`config.mk`:
```
export PLATFORM = sky130hd
export DESIGN_NAME = m_wb_gpio_pwm
export DESIGN_NICKNAME = d
export VERILOG_FILES = /design/src/rtl/m_wb_gpio_pwm.sv
export SDC_FILE = /design/constraint.sdc
export NUM_CORES = 1
export LEC_CHECK = 0
export CORE_AREA = 2 2 111 113
export CTS_CLUSTER_SIZE = 28
export DETAILED_ROUTE_END_ITERATION = 12
export DIE_AREA = 0 0 113 115
export PLACE_DENSITY = 0.81
export SYNTH_ARGS = -nofsm -noshare
export SYNTH_HDL_FRONTEND = slang
export SYNTH_SLANG_ARGS = --single-unit
```
`constraint.sdc`:
```
create_clock -name CLK_I -period 2.1 [get_ports CLK_I]
set_input_delay 0.42 -clock CLK_I [delete_from_list [all_inputs] [get_ports CLK_I]]
set_output_delay 0.42 -clock CLK_I [all_outputs]
set_load 0.005 [all_outputs]
```
`src/rtl/m_wb_gpio_pwm.sv`:
```
// Wishbone classic GPIO slave: NCH output channels with set/clear/toggle access,
// per-channel shadowed PWM dimming and 2-FF synchronised input readback.
module m_wb_gpio_pwm #(
  parameter int             NCH      = 4,
  parameter int             PWMBITS  = 8,
  parameter logic [NCH-1:0] RESETVAL = '0
) (
  input  logic           CLK_I,
  input  logic           RST_N_I,
  input  logic           CYC_I,
  input  logic           STB_I,
  input  logic           WE_I,
  input  logic [2:0]     ADR_I,
  input  logic [31:0]    DAT_I,
  input  logic [3:0]     SEL_I,
  output logic [31:0]    DAT_O,
  output logic           ACK_O,
  input  logic [NCH-1:0] pin_i,
  output logic [NCH-1:0] pin_o
);

  logic                        ack_q, ack_d;
  logic [31:0]                 dat_q, dat_d;
  logic [NCH-1:0]              out_q, out_d;
  logic [NCH-1:0]              pwmen_q, pwmen_d;
  logic [NCH-1:0][PWMBITS-1:0] shadow_q, shadow_d;
  logic [NCH-1:0][PWMBITS-1:0] active_q, active_d;
  logic [7:0]                  presc_q, presc_d;
  logic [7:0]                  pcnt_q, pcnt_d;
  logic [PWMBITS-1:0]          cnt_q, cnt_d;
  logic [NCH-1:0]              sync1_q, sync2_q;
  logic [NCH-1:0]              pin_q, pin_d;

  logic                        acc_s, wr_s, tick_s, wrap_s, duty_ok_s;
  logic [NCH-1:0]              mask_s, wdat_s, raw_s;
  logic [31:0]                 rdata_s;
  logic                        unused_s;

  // Data and select bits beyond those a given parameterisation consumes.
  assign unused_s = ^{DAT_I, SEL_I};

  // Handshake, register writes, prescaler/period counters and PWM output next-state.
  always_comb begin
    acc_s  = CYC_I & STB_I & ~ack_q;
    wr_s   = acc_s & WE_I;
    ack_d  = acc_s;
    mask_s = '0;
    for (int b = 0; b < NCH; b++) begin
      mask_s[b] = (b < 8) ? SEL_I[0] : SEL_I[1];
    end
    wdat_s    = DAT_I[NCH-1:0] & mask_s;
    duty_ok_s = wr_s & (ADR_I == 3'd6) & SEL_I[0] & SEL_I[2];
    tick_s    = (pcnt_q == presc_q);
    wrap_s    = tick_s & (cnt_q == '1);

    out_d   = out_q;
    pwmen_d = pwmen_q;
    presc_d = presc_q;
    pcnt_d  = tick_s ? 8'd0 : pcnt_q + 8'd1;
    cnt_d   = tick_s ? cnt_q + PWMBITS'(1) : cnt_q;

    if (wr_s) begin
      case (ADR_I)
        3'd0: out_d = (out_q & ~mask_s) | wdat_s;
        3'd1: out_d = out_q | wdat_s;
        3'd2: out_d = out_q & ~wdat_s;
        3'd3: out_d = out_q ^ wdat_s;
        3'd5: pwmen_d = (pwmen_q & ~mask_s) | wdat_s;
        3'd7: begin
          presc_d = SEL_I[0] ? DAT_I[7:0] : presc_q;
          pcnt_d  = SEL_I[0] ? 8'd0 : pcnt_d;
        end
        default: out_d = out_q;
      endcase
    end else begin
      out_d = out_q;
    end

    // A DUTY write on the wrap edge lands in active directly via shadow_d.
    for (int i = 0; i < NCH; i++) begin
      shadow_d[i] = (duty_ok_s && (DAT_I[19:16] == 4'(i))) ? DAT_I[PWMBITS-1:0] : shadow_q[i];
      active_d[i] = wrap_s ? shadow_d[i] : active_q[i];
      raw_s[i]    = (cnt_q < active_q[i]);
      pin_d[i]    = pwmen_q[i] ? (out_q[i] & raw_s[i]) : out_q[i];
    end
  end

  // Read-data multiplexer; sampled into DAT_O only on the edge a read is acked.
  always_comb begin
    case (ADR_I)
      3'd0:    rdata_s = 32'(out_q);
      3'd4:    rdata_s = 32'(sync2_q);
      3'd5:    rdata_s = 32'(pwmen_q);
      3'd7:    rdata_s = 32'(presc_q);
      default: rdata_s = 32'd0;
    endcase
    dat_d = (acc_s & ~WE_I) ? rdata_s : 32'd0;
  end

  // State registers with synchronous active-low reset.
  always_ff @(posedge CLK_I) begin
    if (!RST_N_I) begin
      ack_q    <= 1'b0;
      dat_q    <= 32'd0;
      out_q    <= RESETVAL;
      pwmen_q  <= '0;
      shadow_q <= '0;
      active_q <= '0;
      presc_q  <= 8'd0;
      pcnt_q   <= 8'd0;
      cnt_q    <= '0;
      sync1_q  <= '0;
      sync2_q  <= '0;
      pin_q    <= RESETVAL;
    end else begin
      ack_q    <= ack_d;
      dat_q    <= dat_d;
      out_q    <= out_d;
      pwmen_q  <= pwmen_d;
      shadow_q <= shadow_d;
      active_q <= active_d;
      presc_q  <= presc_d;
      pcnt_q   <= pcnt_d;
      cnt_q    <= cnt_d;
      sync1_q  <= pin_i;
      sync2_q  <= sync1_q;
      pin_q    <= pin_d;
    end
  end

  assign ACK_O = ack_q;
  assign DAT_O = dat_q;
  assign pin_o = pin_q;

endmodule
```
# Word-level counts from Yosys, hierarchy flattened

Index checks and enable logic that the tools add are counted.

Bits in registers: 141
Word-level logic and storage cells: 85

Bitwise operators: 24
Add/sub/neg operators: 2
Reduce and logical (&&, ||, !) cells: 11
Equal/unequal tests: 12
Muxes and demuxes: 14
Order comparisons: 4

Operators by type and width:

| cell                                                                  | number |
|---|---|
| 8-bit two-way mux                                                     | 8 |
| 8-bit < comparator                                                    | 4 |
| 8-bit case mux with 4 select lines                                    | 1 |
| 8-bit by 1-bit adder with 8-bit output, second input constant         | 2 |
| 4-bit AND                                                             | 4 |
| 4-bit case mux with 4 select lines                                    | 1 |
| 1-bit AND                                                             | 12 |
| 3-bit equality test, second input constant                            | 4 |
| 4-bit OR                                                              | 3 |
| 4-bit by 2-bit equality test with 1-bit output, second input constant | 2 |
| 8-bit equality test                                                   | 1 |
| 8-bit equality test, second input constant                            | 1 |
| 4-bit NOT                                                             | 2 |
| 3-bit by 2-bit equality test with 1-bit output, second input constant | 2 |
| 2-bit AND reduction                                                   | 3 |
| 4-bit by 1-bit equality test with 1-bit output, second input constant | 1 |
| 1-bit logical AND                                                     | 4 |
| 4-bit logical NOT                                                     | 1 |
| 1-bit two-way mux                                                     | 4 |
| 4-bit nonzero test                                                    | 1 |
| 4-bit XOR                                                             | 1 |
| 3-bit by 1-bit equality test with 1-bit output, second input constant | 1 |
| 3-bit logical NOT                                                     | 1 |
| 3-bit AND reduction                                                   | 1 |
| 1-bit NOT                                                             | 2 |

# Longest topological paths before layout

Word-level depth: 8
Gate-level depth with buffers: 7
Mapped depth without buffers: 7

# Worst setup path before layout

Ideal clock, no wire load.

Path type: reg2reg
Start: register pcnt_q[0]
End: register active_q[0] (netlist bit)
Period minus slack after synthesis: 1.776 ns
Path slack: 0.324 ns
Data arrival time: 1.660 ns
Setup time: 0.116 ns
Cell stages (with the launch flop): 7
Required time: 1.984 ns
Buffers on the path: 1
Cell sequence: dfxtp_1 xnor2_2 nand4_4 nor4_4 buf_6 mux2i_1 nor2b_1

Longest elaborated chain between the ends: 2

RTL lines:

| item                   | RTL line | source |
|---|---|---|
| start, declared        | 29       | `logic [7:0] pcnt_q, pcnt_d;` |
| start signal, assigned | 123      | `pcnt_q <= pcnt_d;` |
| 8-bit equality test    | 53       | `tick_s = (pcnt_q == presc_q);` |
| 1-bit AND              | 54       | `wrap_s = tick_s & (cnt_q == '1);` |
| end signal, assigned   | 121      | `active_q <= active_d;` |
| end, declared          | 27       | `logic [NCH-1:0][PWMBITS-1:0] active_q, active_d;` |

No other way between the ends.
A chain may end at the register's enable or synchronous reset.

# Final worst setup path

Start: input port ADR_I[1]
End: register active_q[31] (netlist bit)

Longest elaborated chain between the ends: 6

RTL lines:

| item                   | RTL line | source |
|---|---|---|
| start, declared        | 13       | `input logic [2:0] ADR_I,` |
| 3-bit equality test    | 52       | `duty_ok_s = wr_s & (ADR_I == 3'd6) & SEL_I[0] & SEL_I[2];` |
| 1-bit AND (3 in a row) | 52       |  |
| 1-bit logical AND      | 81       | `shadow_d[i] = (duty_ok_s && (DAT_I[19:16] == 4'(i))) ? DAT_I[PWMBITS-1:0] : shadow_q[i];` |
| 8-bit two-way mux      | 81       |  |

No other way between the ends.

==> metrics.md <==
| Metric | Value |
|---|---|
| Hold slack final | `0.419 ns` |
| Setup violations, final | `0` |
| Input/output buffers | `38` |
| Status | `finished, violations left` |
| Post-synth EDFFs | `0` |
| N_diodes | `0` |
| Cells along the critical path | `clkdlybuf4s50_1 > and4b_1 > buf_4 > nand4_2 > buf_12 > mux2i_1 > mux2i_1 > and2_1` |
| CP Max Fanout | `8` |
| Die ar. | `13,000 um2` |
| Register-to-Register Path Depth | `6` |
| Post-Syn Area | `a little under 6000 um2` |
| Max_slew headroom | `0.561` |
| Clock sink count | `about 120` |
| Area growth syn-to-layout | `21.2%` |
| Ys Warns | `0` |
| P_leak | `3.07 nW` |
| Core area | `11,800 um2` |
| Avg Cell Area, Syn | `~10 um2` |
| Crit path DAT | `2.22 ns` |
| Initial Utilization | `0.491` |
| Class of the worst hold path | `input port to flop` |
| Commonest non-fill, non-tap cell in the layout | `dfxtp_1` |
| Fillcell total | `983` |
| Clock latency at the later pin of the worst-skew pair | `0.41 ns` |
| Antenna violations before repair | `0` |
| Multi-input logic area | `3100 um2` |
| Die W | `113 um` |
| Flop2flop setup slack | `0.22 ns` |
| Failing checks | `DRC` |
| Total of max-cap violations | `0` |
| WS Path Type | `input port to flop` |
| Most frequent CP cell | `mux2i_1` |
| Via Count | `roughly 4,200` |
| Peak per-stage delay on the critical path | `between 0.4 and 0.5 ns` |
| Gr usage total | `0.207` |
| Global-route wire length before repair | `21,100 um` |
| First-pass iteration count of the detailed router | `9` |
| Detail-routed via count per cell | `5.29` |
| Fin. Hold Viols | `0` |
| Max Freq | `521 MHz` |
| Final Max Tran Viols | `0` |
| Die Height | `115 um` |
| GR Overflow Total | `0` |
| Worst flop-to-flop path endpoint | `active_q[8]$_SDFFE_PN0P_` |
| CTS tree | `yes` |
| Crit path capture type | `flop` |
| Reg clk slew, reported paths | `0.05 ns` |
| Dpl cells | `770` |
| Yosys reg bits | `117` |
| Worst slew pin tran | `between 0.6 and 0.7 ns` |
| Hold depth | `2` |
| HP Start | `RST_N_I` |
| Unrepaired setup endpoints after global routing | `false` |
| Drt initial violations | `267` |
| CP max-delay cell | `clkdlybuf4s50_1` |
| Critical Path Stages | `8` |
| Buf/Inv on CP | `3` |
| FF/Latch Area | `2340 um2` |
| Worst Hold Path EP | `out_q[2]$_SDFFE_PN0P_` |
| Layout cell share with drive strength beyond 1 | `0.145` |
| Setup crit start kind | `input port` |
| Seq/Total Area, Yosys | `0.404` |
| Cts hold-fix bufs | `0` |
| Number of CTS-inserted buffers | `17` |
| Critical Path RT | `2.40 ns` |
| Final Cycle Share | `0.914` |
| Distinct cells, synth | `42` |
| Commonest non-fill, non-tap cells in the layout | `dfxtp_1, mux2i_1, and2_1` |
| CP delay by family, top | `buffers and inverters` |
| Worst VDD drop | `approximately 0.66 mV` |
| Max clock buf depth | `2` |
| Crit Reg-Reg Startpoint | `cnt_q[0]$_SDFFE_PN0P_` |
| Ys flop type | `dfxtp_1` |
| Placer Congestion | `0.825` |
| CTS root buf | `clkbuf_16` |
| Final Critical Period | `1.92 ns` |
| PwrDens | `798 nW/um2` |
| Number of global-route vias before repair | `roughly 4,400` |
| Post-route antenna net violation count | `0` |
| Cells after Synth | `576` |
| Drt total wl | `12,800 um` |
| Post-route DRC | `7` |
| Worst Skew | `0.00811 ns` |
| Final HPWL DP | `9070 um` |
| Final Non-Filler Cells | `801` |
| # rows | `40` |
| DR WL/cell | `between 15 and 20 um` |
| Nets | `724` |
| IO Count | `85` |
| Async SR Flop Fraction | `0` |
| Pin count of the biggest net entering global routing | `45` |
| H-tree Lvls | `4` |
metal layers:
metal | vias up | part of all wire | global-route usage
li1 | 2044 | - | -
met1 | 2027 | 0.42 | 0.231
met2 | 129 | 0.50 | 0.366
met3 | 35 | 0.060 | 0.0596
met4 | 0 | 0.026 | 0.0935
met5 | - | 0 | 0
registers in the layout, indices dropped and copies added (netlist names), named ones only:
register,count
out_q,4
shadow_q,32
ACK_O,1
pin_o,4
sync2_q,4
cnt_q,8
presc_q,8
sync1_q,4
active_q,32
pcnt_q,8
DAT_O,8
where the power goes:
part / switching [mW] / internal, mW
clock: 0.985 / 2.00
sequential: 0.0224 / 2.24
combinational: 0.191 / 0.168
logic make-up (layout without fill, tap and decap cells):
family / Yosys count / count (layout) / share of synthesized area
compound gates: 56 / 56 / 0.0673
xor+xnor: 21 / 21 / 0.0421
fa+ha+maj: 34 / 34 / 0.0734
buf+inv: 82 / 137 / 0.0768
flops: 117 / 117 / 0.404
mux: 80 / 80 / 0.142
other cells: 1 / 24 / 0.000647
simple gates: 185 / 185 / 0.194
cells in the mapped netlist (all sizes together), types with 5 or more instances:
cell / number / area (um2)
a21boi: 5 / 37.5
a21o: 12 / 90.1
a21oi: 12 / 60.1
and2: 52 / 325
buf: 32 / 238
clkbuf: 16 / 80.1
dfxtp: 117 / 2340
ha: 34 / 425
inv: 34 / 128
mux2: 17 / 191
mux2i: 63 / 631
nand2: 25 / 93.8
nand2b: 5 / 31.3
nand3: 9 / 45.0
nand4: 12 / 130
nor2: 18 / 67.6
nor2b: 46 / 288
o211ai: 9 / 67.6
xnor2: 9 / 139
xor2: 12 / 105
stage by stage:
step / setup slack [ns] / cell area (um2) / power [mW] / utilization / TNS [ns]
after floorplan: 0.324 / 5890 / 2.53 / - / 0
after global placement: -0.154 / 6420 / 2.65 / 0.544 / -3.54
after detailed placement: -0.220 / 6420 / 2.66 / 0.544 / -6.44
after CTS: 0.0959 / 7030 / 5.62 / 0.595 / 0
after global routing: 0.0199 / 7030 / 5.76 / 0.595 / 0
final: 0.181 / 7030 / 5.61 / 0.595 / 0
area by class of cell:
| cell class | count | share of cell area |
|---|---|---|
| Sequential cell | 117 | 0.333 |
| Timing Repair Buffer | 72 | 0.0956 |
| Clock buffer | 21 | 0.0641 |
| Multi-Input combinational cell | 400 | 0.441 |
| Tap cell | 147 | 0.0262 |
| Inverter | 34 | 0.0182 |
| Clock inverter | 10 | 0.0221 |
worst max-delay path by stage:
| stage | from | endpoint | slack (ns) |
|---|---|---|---|
| 5_1_grt | cnt_q[0]$_SDFFE_PN0P_ | active_q[31]$_SDFFE_PN0P_ | 0.02 |
| 6_report | ADR_I[1] | active_q[31]$_SDFFE_PN0P_ | 0.18 |
| 2_1_floorplan | pcnt_q[0]$_SDFF_PN0_ | active_q[0]$_SDFFE_PN0P_ | 0.32 |
| 3_5_place_dp | ADR_I[1] | active_q[26]$_SDFFE_PN0P_ | -0.22 |
| 3_3_place_gp | ADR_I[1] | active_q[28]$_SDFFE_PN0P_ | -0.15 |
| 4_1_cts | cnt_q[0]$_SDFFE_PN0P_ | active_q[8]$_SDFFE_PN0P_ | 0.1 |
repair_timing:
item	4_1_cts	5_1_grt
setup buffers	0	0
gates resized for setup	0	1
setup endpoints to repair	0	3
No activity file was read; power rests on OpenSTA's default activity.
